$ cat src/rtl/wb_pkg.sv
// Shared encodings for the writeback unit: result-source selects, load
// funct3 codes and FSM states.
package wb_pkg;

    typedef enum logic [2:0] {
        WB_ALU   = 3'b000,
        WB_LOAD  = 3'b001,
        WB_LINK  = 3'b010,
        WB_LUI   = 3'b011,
        WB_AUIPC = 3'b100
    } wb_sel_e;

    localparam logic [2:0] F3_LB  = 3'b000;
    localparam logic [2:0] F3_LH  = 3'b001;
    localparam logic [2:0] F3_LW  = 3'b010;
    localparam logic [2:0] F3_LBU = 3'b100;
    localparam logic [2:0] F3_LHU = 3'b101;

    typedef enum logic {
        S_IDLE     = 1'b0,
        S_WAIT_MEM = 1'b1
    } wb_state_e;

endpackage

$ cat src/rtl/load_align.sv
// Selects the addressed byte/halfword of a raw load word and sign- or
// zero-extends it to XLEN; unknown size codes behave as a full word.
module load_align
    import wb_pkg::*;
#(
    parameter int XLEN = 32
) (
    input  logic [2:0]      funct3,
    input  logic [1:0]      off,
    input  logic [XLEN-1:0] rdata,
    output logic [XLEN-1:0] data
);

    logic [7:0]  byte_sel;
    logic [15:0] half_sel;

    // NOTE: every output of a combinational block gets a default first so no latch is inferred.
    always_comb begin
        byte_sel = rdata[7:0];
        case (off)
            2'd1:    byte_sel = rdata[15:8];
            2'd2:    byte_sel = rdata[23:16];
            2'd3:    byte_sel = rdata[31:24];
            default: byte_sel = rdata[7:0];
        endcase

        half_sel = off[1] ? rdata[31:16] : rdata[15:0];

        data = rdata;
        case (funct3)
            F3_LB:   data = {{(XLEN-8){byte_sel[7]}}, byte_sel};
            F3_LH:   data = {{(XLEN-16){half_sel[15]}}, half_sel};
            F3_LBU:  data = {{(XLEN-8){1'b0}}, byte_sel};
            F3_LHU:  data = {{(XLEN-16){1'b0}}, half_sel};
            default: data = rdata;
        endcase
    end

endmodule

$ cat src/rtl/writeback_unit.sv
// Writeback stage: picks the result source, waits for load data when needed,
// and drives a registered one-cycle register-file write pulse.
module writeback_unit
    import wb_pkg::*;
#(
    parameter int XLEN = 32,
    parameter int RA_W = 5
) (
    input  logic            clk,
    input  logic            rst,
    input  logic            in_valid,
    output logic            in_ready,
    input  logic [2:0]      wb_sel,
    input  logic [RA_W-1:0] rd_addr,
    input  logic [XLEN-1:0] alu_result,
    input  logic [XLEN-1:0] pc,
    input  logic [XLEN-1:0] imm,
    input  logic [2:0]      ld_funct3,
    input  logic [1:0]      ld_off,
    input  logic            mem_rvalid,
    input  logic [XLEN-1:0] mem_rdata,
    output logic            rf_we,
    output logic [RA_W-1:0] rf_waddr,
    output logic [XLEN-1:0] rf_wdata,
    output logic            stall
);

    wb_state_e       state;
    logic [RA_W-1:0] cap_rd;
    logic [2:0]      cap_funct3;
    logic [1:0]      cap_off;
    logic [XLEN-1:0] load_data;
    logic [XLEN-1:0] direct_data;
    logic            direct_write;

    load_align #(.XLEN(XLEN)) u_load_align (
        .funct3 (cap_funct3),
        .off    (cap_off),
        .rdata  (mem_rdata),
        .data   (load_data)
    );

    always_comb begin
        direct_data  = alu_result;
        direct_write = 1'b1;
        case (wb_sel_e'(wb_sel))
            WB_ALU:   direct_data = alu_result;
            WB_LINK:  direct_data = pc + XLEN'(4);
            WB_LUI:   direct_data = imm;
            WB_AUIPC: direct_data = pc + imm;
            default:  direct_write = 1'b0;
        endcase
    end

    assign in_ready = (state == S_IDLE);
    assign stall    = (state == S_WAIT_MEM);

    // NOTE: sequential state uses non-blocking assignments only; reset is asynchronous.
    always_ff @(posedge clk or posedge rst) begin
        if (rst) begin
            state      <= S_IDLE;
            rf_we      <= 1'b0;
            rf_waddr   <= '0;
            rf_wdata   <= '0;
            cap_rd     <= '0;
            cap_funct3 <= '0;
            cap_off    <= '0;
        end else begin
            rf_we <= 1'b0;
            case (state)
                S_IDLE: begin
                    if (in_valid) begin
                        if (wb_sel_e'(wb_sel) == WB_LOAD) begin
                            cap_rd     <= rd_addr;
                            cap_funct3 <= ld_funct3;
                            cap_off    <= ld_off;
                            state      <= S_WAIT_MEM;
                        end else if (direct_write && rd_addr != '0) begin
                            rf_we    <= 1'b1;
                            rf_waddr <= rd_addr;
                            rf_wdata <= direct_data;
                        end
                    end
                end
                S_WAIT_MEM: begin
                    if (mem_rvalid) begin
                        // x0 destinations still complete the load, just without a write.
                        if (cap_rd != '0) begin
                            rf_we    <= 1'b1;
                            rf_waddr <= cap_rd;
                            rf_wdata <= load_data;
                        end
                        state <= S_IDLE;
                    end
                end
                default: state <= S_IDLE;
            endcase
        end
    end

endmodule

$ cat config.mk
export PLATFORM = sky130hd
export DESIGN_NAME = writeback_unit
export DESIGN_NICKNAME = d
export VERILOG_FILES = /design/src/rtl/wb_pkg.sv /design/src/rtl/load_align.sv /design/src/rtl/writeback_unit.sv
export SDC_FILE = /design/constraint.sdc
export NUM_CORES = 1
export LEC_CHECK = 0
export BUFFER_PORTS_ARGS = -buffer_cell sky130_fd_sc_hd__clkbuf_2
export CAP_MARGIN = 20
export CELL_PAD_IN_SITES_DETAIL_PLACEMENT = 0
export CELL_PAD_IN_SITES_GLOBAL_PLACEMENT = 1
export CORE_ASPECT_RATIO = 1.25
export CORE_MARGIN = 10
export CORE_UTILIZATION = 25
export DETAILED_ROUTE_END_ITERATION = 7
export PLACE_DENSITY = 0.62
export SYNTH_ARGS = -nofsm -noshare
export SYNTH_HDL_FRONTEND = slang
export SYNTH_SLANG_ARGS = --single-unit
$ cat constraint.sdc
create_clock -name clk -period 2.74 [get_ports clk]
set_input_delay 0.137 -clock clk [delete_from_list [all_inputs] [get_ports clk]]
set_output_delay 0.137 -clock clk [all_outputs]
set_load 0.03 [all_outputs]
== Word level (Yosys, flattened, before mapping) ==
Cells that the tools add are included.

* Logic and storage cells: 60
* Bits in registers: 49
* Input port bits: 145

* Equal/unequal tests: 15
* Muxes and demuxes: 27
* Reduce and logical (&&, ||, !) cells: 8
* Add/subtract/negate cells: 2
* Bitwise gates (word level): 1

{| class="wikitable"
|+ Operators by type and width
! operator !! count
|-
| 32-bit 2-to-1 mux || 5
|-
| 32-bit case mux with 4 select lines || 1
|-
| 32-bit case mux with 3 select lines || 1
|-
| 32-bit case mux with 2 select lines || 1
|-
| 32-bit by 3-bit adder with 32-bit output (second input constant) || 1
|-
| 32-bit adder || 1
|-
| 5-bit 2-to-1 mux || 5
|-
| 8-bit case mux with 3 select lines || 1
|-
| 16-bit 2-to-1 mux || 1
|-
| 5-bit case mux with 2 select lines || 1
|-
| 5-bit nonzero test || 2
|-
| 3-bit == test (second input constant) || 3
|-
| 1-bit 2-to-1 mux || 9
|-
| 3-bit by 1-bit == test with 1-bit output (second input constant) || 2
|-
| 3-bit by 2-bit == test with 1-bit output (second input constant) || 2
|-
| 3-bit logical NOT || 2
|-
| 2-bit inequality test (second input constant) || 3
|-
| 5-bit AND reduction || 1
|-
| 2-bit == test (second input constant) || 2
|-
| 2-bit by 1-bit inequality test with 1-bit output (second input constant) || 2
|-
| 1-bit case mux with 2 select lines || 2
|-
| 4-bit OR reduction || 1
|-
| 3-bit AND reduction || 1
|-
| 2-bit by 1-bit == test with 1-bit output (second input constant) || 1
|-
| 2 further kinds || 2
|}

== Longest topological paths before layout ==
* Depth in word-level cells: 8
* Gate-level depth with buffers: 10
* Mapped depth without buffers: 10

== Cells and area by module ==
From an unflattened synthesis, not the netlist that was laid out.

* Cells, all modules: 797
* Area, all modules: 5844.4 sq um

{| class="wikitable"
|+ By module, submodules not included
! module !! cells each !! sequential area each (sq um) !! instances !! area an instance (sq um)
|-
| writeback_unit || 687 || 1226.2 || 1 || 5195.0
|-
| load_align || 110 || 0.0 || 1 || 649.4
|}

== Worst setup path after synthesis ==
Ideal clock, no wire load.

* Path type: in2reg
* Start: input port pc[0]
* End: register rf_wdata[24]
* Data required time: 2.636 ns
* Arrival: 2.248 ns
* Cell stages on the path: 10
* Setup slack: 0.388 ns
* Path through: ha_1 -> inv_1 -> fa_1 -> nor2b_1 -> o31ai_2 -> a311oi_1 -> a211oi_2 -> o21ai_1 -> mux2_1 -> a221oi_1

* Longest elaborated chain between the ends: 6
* Elaborated cells between the ends (all ways): 7
* Those cells by class: add/sub (2); mux (5)

{| class="wikitable"
|+ Ends and longest elaborated chain
! what !! RTL line !! text
|-
| start, declared || writeback_unit.sv:16 || <nowiki>input logic [XLEN-1:0] pc,</nowiki>
|-
| 32-bit adder or 32-bit by 3-bit adder with 32-bit output (tied branches) || writeback_unit.sv:50, writeback_unit.sv:48 ||
|-
| 32-bit case mux with 3 select lines * || writeback_unit.sv:46 || <nowiki>case (wb_sel_e'(wb_sel))</nowiki>
|-
| 32-bit 2-to-1 mux * || writeback_unit.sv:78 || <nowiki>end else if (direct_write && rd_addr != '0) begin</nowiki>
|-
| 32-bit 2-to-1 mux * || writeback_unit.sv:73 || <nowiki>if (wb_sel_e'(wb_sel) == WB_LOAD) begin</nowiki>
|-
| 32-bit 2-to-1 mux * || writeback_unit.sv:72 || <nowiki>if (in_valid) begin</nowiki>
|-
| 32-bit case mux with 2 select lines * || writeback_unit.sv:70 || <nowiki>case (state)</nowiki>
|-
| end signal, assigned || writeback_unit.sv:81 || <nowiki>rf_wdata <= direct_data;</nowiki>
|-
| end signal, assigned || writeback_unit.sv:91 || <nowiki>rf_wdata <= load_data;</nowiki>
|-
| end, declared || writeback_unit.sv:24 || <nowiki>output logic [XLEN-1:0] rf_wdata,</nowiki>
|}

Every way passes the cells marked *; elsewhere a longest branch is shown, timed or not. The select of a mux whose other input is x is not followed.
A chain may end at the register's enable or synchronous reset.

== Worst setup path after layout ==
* Start: register state, in the netlist stall
* End: register rf_wdata[12]

* Longest elaborated chain between the ends: 3
* Elaborated cells between the ends (all ways): 8
* Those cells by class: eq/ne (5); mux (1); bitwise (1); reduce/logical (1)

{| class="wikitable"
|+ Ends and longest elaborated chain
! what !! RTL line !! text
|-
| start, declared || writeback_unit.sv:28 || <nowiki>wb_state_e state;</nowiki>
|-
| start signal, assigned || writeback_unit.sv:61 || <nowiki>state <= S_IDLE;</nowiki>
|-
| start signal, assigned || writeback_unit.sv:77 || <nowiki>state <= S_WAIT_MEM;</nowiki>
|-
| start signal, assigned || writeback_unit.sv:93 || <nowiki>state <= S_IDLE;</nowiki>
|-
| 1-bit NOT (no source line) || -- ||
|-
| 2-bit by 1-bit inequality test with 1-bit output (no source line) or 2-bit inequality test (tied branches) || -- ||
|-
| 5-bit AND reduction (no source line) || -- ||
|}

Several ways; a longest one is shown, not always the timed one.

==> impl_metrics.json <==
{
  "critical_path_class": "flop to flop",
  "grt_pass1_vias": 7152,
  "ant_nets": 0,
  "cp_data_required_time_ns": 2.91,
  "yosys_warnings": 0,
  "clkSinkCount": 49,
  "multi_input_area_mm2": 0.004417,
  "synth_sequential_area_ratio_pct": 20.64,
  "coreArea_mm2": 0.02357,
  "globalRoute.totalOverflow": 0,
  "i_o_pin_cnt": 185,
  "drt_first_iter_violations": 457,
  "synth_cell_types": 77,
  "finalCriticalPeriod_ns": 2.426,
  "cp.arrival_ns": 2.60,
  "flow.area_growth_from_synthesis_pct": 27.76,
  "largest_vdd_supply_drop_mv": 0.2613,
  "critical_path.startpoint_type": "flop",
  "ys_async_sr_fraction_pct": 100.0,
  "synthFlopType": "sky130_fd_sc_hd__dfrtp_1",
  "postRouteWirelength_um": 28800,
  "final.period_utilization_pct": 88.54,
  "syn_inst": 782,
  "die_area_mm2": 0.03036,
  "maxSlewHeadroom_pct": 38.74,
  "insertion_delay_ns": 0.30,
  "place.gp.congestion": 1.032,
  "slew_violations": 0,
  "route.detailed.wl_per_inst_um": 22.61,
  "track_usage_pct": 18.25,
  "synth.top_cells.by_area": "sky130_fd_sc_hd__dfrtp_1 (21%), sky130_fd_sc_hd__ha_1 (6.7%), sky130_fd_sc_hd__a21oi_1 (6.2%)",
  "achievable-frequency_mhz": 412.2,
  "timing.setup.tns_ns": 0,
  "nNetsFinal": 1159,
  "route.detailed.vias_per_inst": 5.524,
  "critical_path.startpoint": "stall",
  "kind_of_path_behind_the_tightest_hold_check": "primary input to flop",
  "global_route.usage.met2_pct": 30.96,
  "tritoncts": "done",
  "syn_avg_cell_area_um2": 7.595,
  "final-seq-area_mm2": 0.001226,
  "fp.dieW_um": 157.9,
  "finalSetupViolCount": 0,
  "worst_pin_slew_ns": 0.9179,
  "pwr_density_cell_mw_per_mm2": 501.4,
  "final_layout_size_suffix_gt1_share_pct": 29.23,
  "cts.path.max_buffers": 2,
  "clkSlewWorstSetupHoldPaths_ns": 0.07,
  "fillerInstances": 2615,
  "grt.met3_usage_pct": 2.274,
  "initial_core_utilization_pct": 25.20,
  "clock-skew-final_ns": 0.006485,
  "post_synth_instance_area_mm2": 0.005939,
  "std_cell_rows": 63,
  "worstPathMaxFanout": 19,
  "synth.largest_area_cell": "sky130_fd_sc_hd__dfrtp_1",
  "hold_viol_final": 0,
  "grt_busiest_layer": "met2",
  "cts.repair.resized": 0,
  "reg2reg_from": "stall",
  "rsz0062_at_grt": "false",
  "max_cap_violations": 0,
  "timing.hold.worst.start": "mem_rvalid",
  "portBuffers": 184,
  "critical_path.endpoint_type": "flop",
  "yosys.area.top_type_share_pct": 20.64,
  "die_height_um": 192.3,
  "root_buffer": "sky130_fd_sc_hd__clkbuf_16",
  "via_count": 7038,
  "synth.ff_latch_count": 49,
  "grtUsageMet1_pct": 23.18,
  "synth_edf_count": 0,
  "antenna-diode-count": 0,
  "hold_slack_ns": 0.03550,
  "dp.final_hpwl_um": 24000,
  "cts_htree_levels": 2,
  "grt_first_pass_wirelength_um": 42720,
  "firstDrtPassIters": 5,
  "grt_antenna_before_repair": 0,
  "run_status": "completed",
  "drt_drc_violations_left": 0,
  "cts_made_buffers": 5,
  "p_leak_nw": 3.272,
  "grt_max_degree": 35,
  "synth_fp_nets": 960
}
## through the flow
step	utilization, %	power [mW]	setup WS [ns]	cells	area, µm²
6_report	32.20	3.805	0.3140	1274	7589
5_1_grt	32.20	4.035	0.09868	1274	7589
4_1_cts	32.13	3.819	0.3229	1273	7574
3_5_place_dp	31.37	3.076	0.09758	1264	7395
3_3_place_gp	31.37	3.072	0.1280	1264	7395
2_1_floorplan	-	2.305	0.3878	782	5939
## cell families after synthesis
group | synth area share [%]
xor+xnor | 6.636
simple gates | 22.79
buf+inv | 5.245
fa+ha+maj | 7.078
mux | 4.319
flops | 20.64
compound gates | 33.28
## flip-flops by register name, summed over array words and instances (netlist names)
signal	cells
rf_wdata	32
rf_waddr	5
cap_off	2
stall	1
cap_rd	5
cap_funct3	3
rf_we	1
## cell usage in the layout, fill, tap and decap left out, types with 17 or more instances in the layout
| cell type | count |
|---|---|
| sky130_fd_sc_hd__nand2_1 | 97 |
| sky130_fd_sc_hd__a21oi_1 | 74 |
| sky130_fd_sc_hd__nor3_1 | 17 |
| sky130_fd_sc_hd__nand3_1 | 36 |
| sky130_fd_sc_hd__nor2_1 | 44 |
| sky130_fd_sc_hd__xnor2_1 | 25 |
| sky130_fd_sc_hd__ha_1 | 32 |
| sky130_fd_sc_hd__buf_4 | 55 |
| sky130_fd_sc_hd__a221oi_1 | 24 |
| sky130_fd_sc_hd__xor2_1 | 20 |
| sky130_fd_sc_hd__a31oi_1 | 18 |
| sky130_fd_sc_hd__o21ai_0 | 64 |
| sky130_fd_sc_hd__dfrtp_1 | 49 |
| sky130_fd_sc_hd__clkbuf_2 | 184 |
## synthesized netlist by cell type (9+ instances only)
master	count
sky130_fd_sc_hd__mux2_2	10
sky130_fd_sc_hd__nand4_1	15
sky130_fd_sc_hd__a211oi_1	12
sky130_fd_sc_hd__xnor2_1	25
sky130_fd_sc_hd__and3_1	12
sky130_fd_sc_hd__a221oi_1	24
sky130_fd_sc_hd__inv_1	12
sky130_fd_sc_hd__clkbuf_1	32
sky130_fd_sc_hd__nand2_1	97
sky130_fd_sc_hd__nand3_1	36
sky130_fd_sc_hd__o21ai_0	64
sky130_fd_sc_hd__a221o_1	11
sky130_fd_sc_hd__a21oi_1	74
sky130_fd_sc_hd__dfrtp_1	49
sky130_fd_sc_hd__nor3_1	17
sky130_fd_sc_hd__xor2_1	20
sky130_fd_sc_hd__o21ai_1	10
sky130_fd_sc_hd__ha_1	32
sky130_fd_sc_hd__mux2i_1	11
sky130_fd_sc_hd__a31oi_1	18
sky130_fd_sc_hd__and2_1	9
sky130_fd_sc_hd__nor2_1	45
## timing repair
item,4_1_cts,5_1_grt
endpoints found under the setup margin,0,0
setup buffers,0,0
hold buffers,1,0
hold endpoints to repair,24,0
## layer usage
layer,vias to the layer above,share of wire [%],wire length [µm]
li1,3381,-,-
met1,3386,43,12310
met2,234,48,13900
met3,37,5.8,1660
met4,0,3.2,924
met5,-,0,0
## area by class of cell
| type | instances | share of cell area (%) |
|---|---|---|
| Multi-Input combinational cell | 670 | 58.20 |
| Timing Repair Buffer | 241 | 17.91 |
| Sequential cell | 49 | 16.16 |
| Tap cell | 292 | 4.815 |
| Clock buffer | 5 | 1.649 |
| Inverter | 14 | 0.6925 |
| Clock inverter | 3 | 0.5771 |
## critical path, cell delays in order, from the launching register on
cell                        delay [ns]
sky130_fd_sc_hd__dfrtp_1          0.54
sky130_fd_sc_hd__nor2b_1          0.29
sky130_fd_sc_hd__o221ai_2         0.14
sky130_fd_sc_hd__and2_1           0.19
sky130_fd_sc_hd__buf_4            0.19
sky130_fd_sc_hd__buf_4            0.22
sky130_fd_sc_hd__a2111oi_0        0.48
sky130_fd_sc_hd__buf_4            0.20
sky130_fd_sc_hd__nor3_1           0.04
## path summary, 6_finish.rpt
| path | endpoint | slack [ns] | depth (start not counted) |
|---|---|---|---|
| setup / recovery | rf_wdata[12] | 0.31 | 8 |
| hold / removal | stall | 0.04 | 2 |
| setup reg to reg | rf_wdata[12] | 0.31 | 8 |
| hold reg to reg | rf_waddr[2] | 0.48 | 2 |
| max in group asynchronous | cap_rd[0] | 1.66 | 4 |
| min in group asynchronous | rf_wdata[28] | 0.45 | 3 |
## power by group
group	switching (mW)	internal [mW]	total (mW)
clock network	0.305	0.434	0.739
logic	1.31	0.702	2.01
registers	0.144	0.911	1.06
Power figures use the tool's default switching activity.
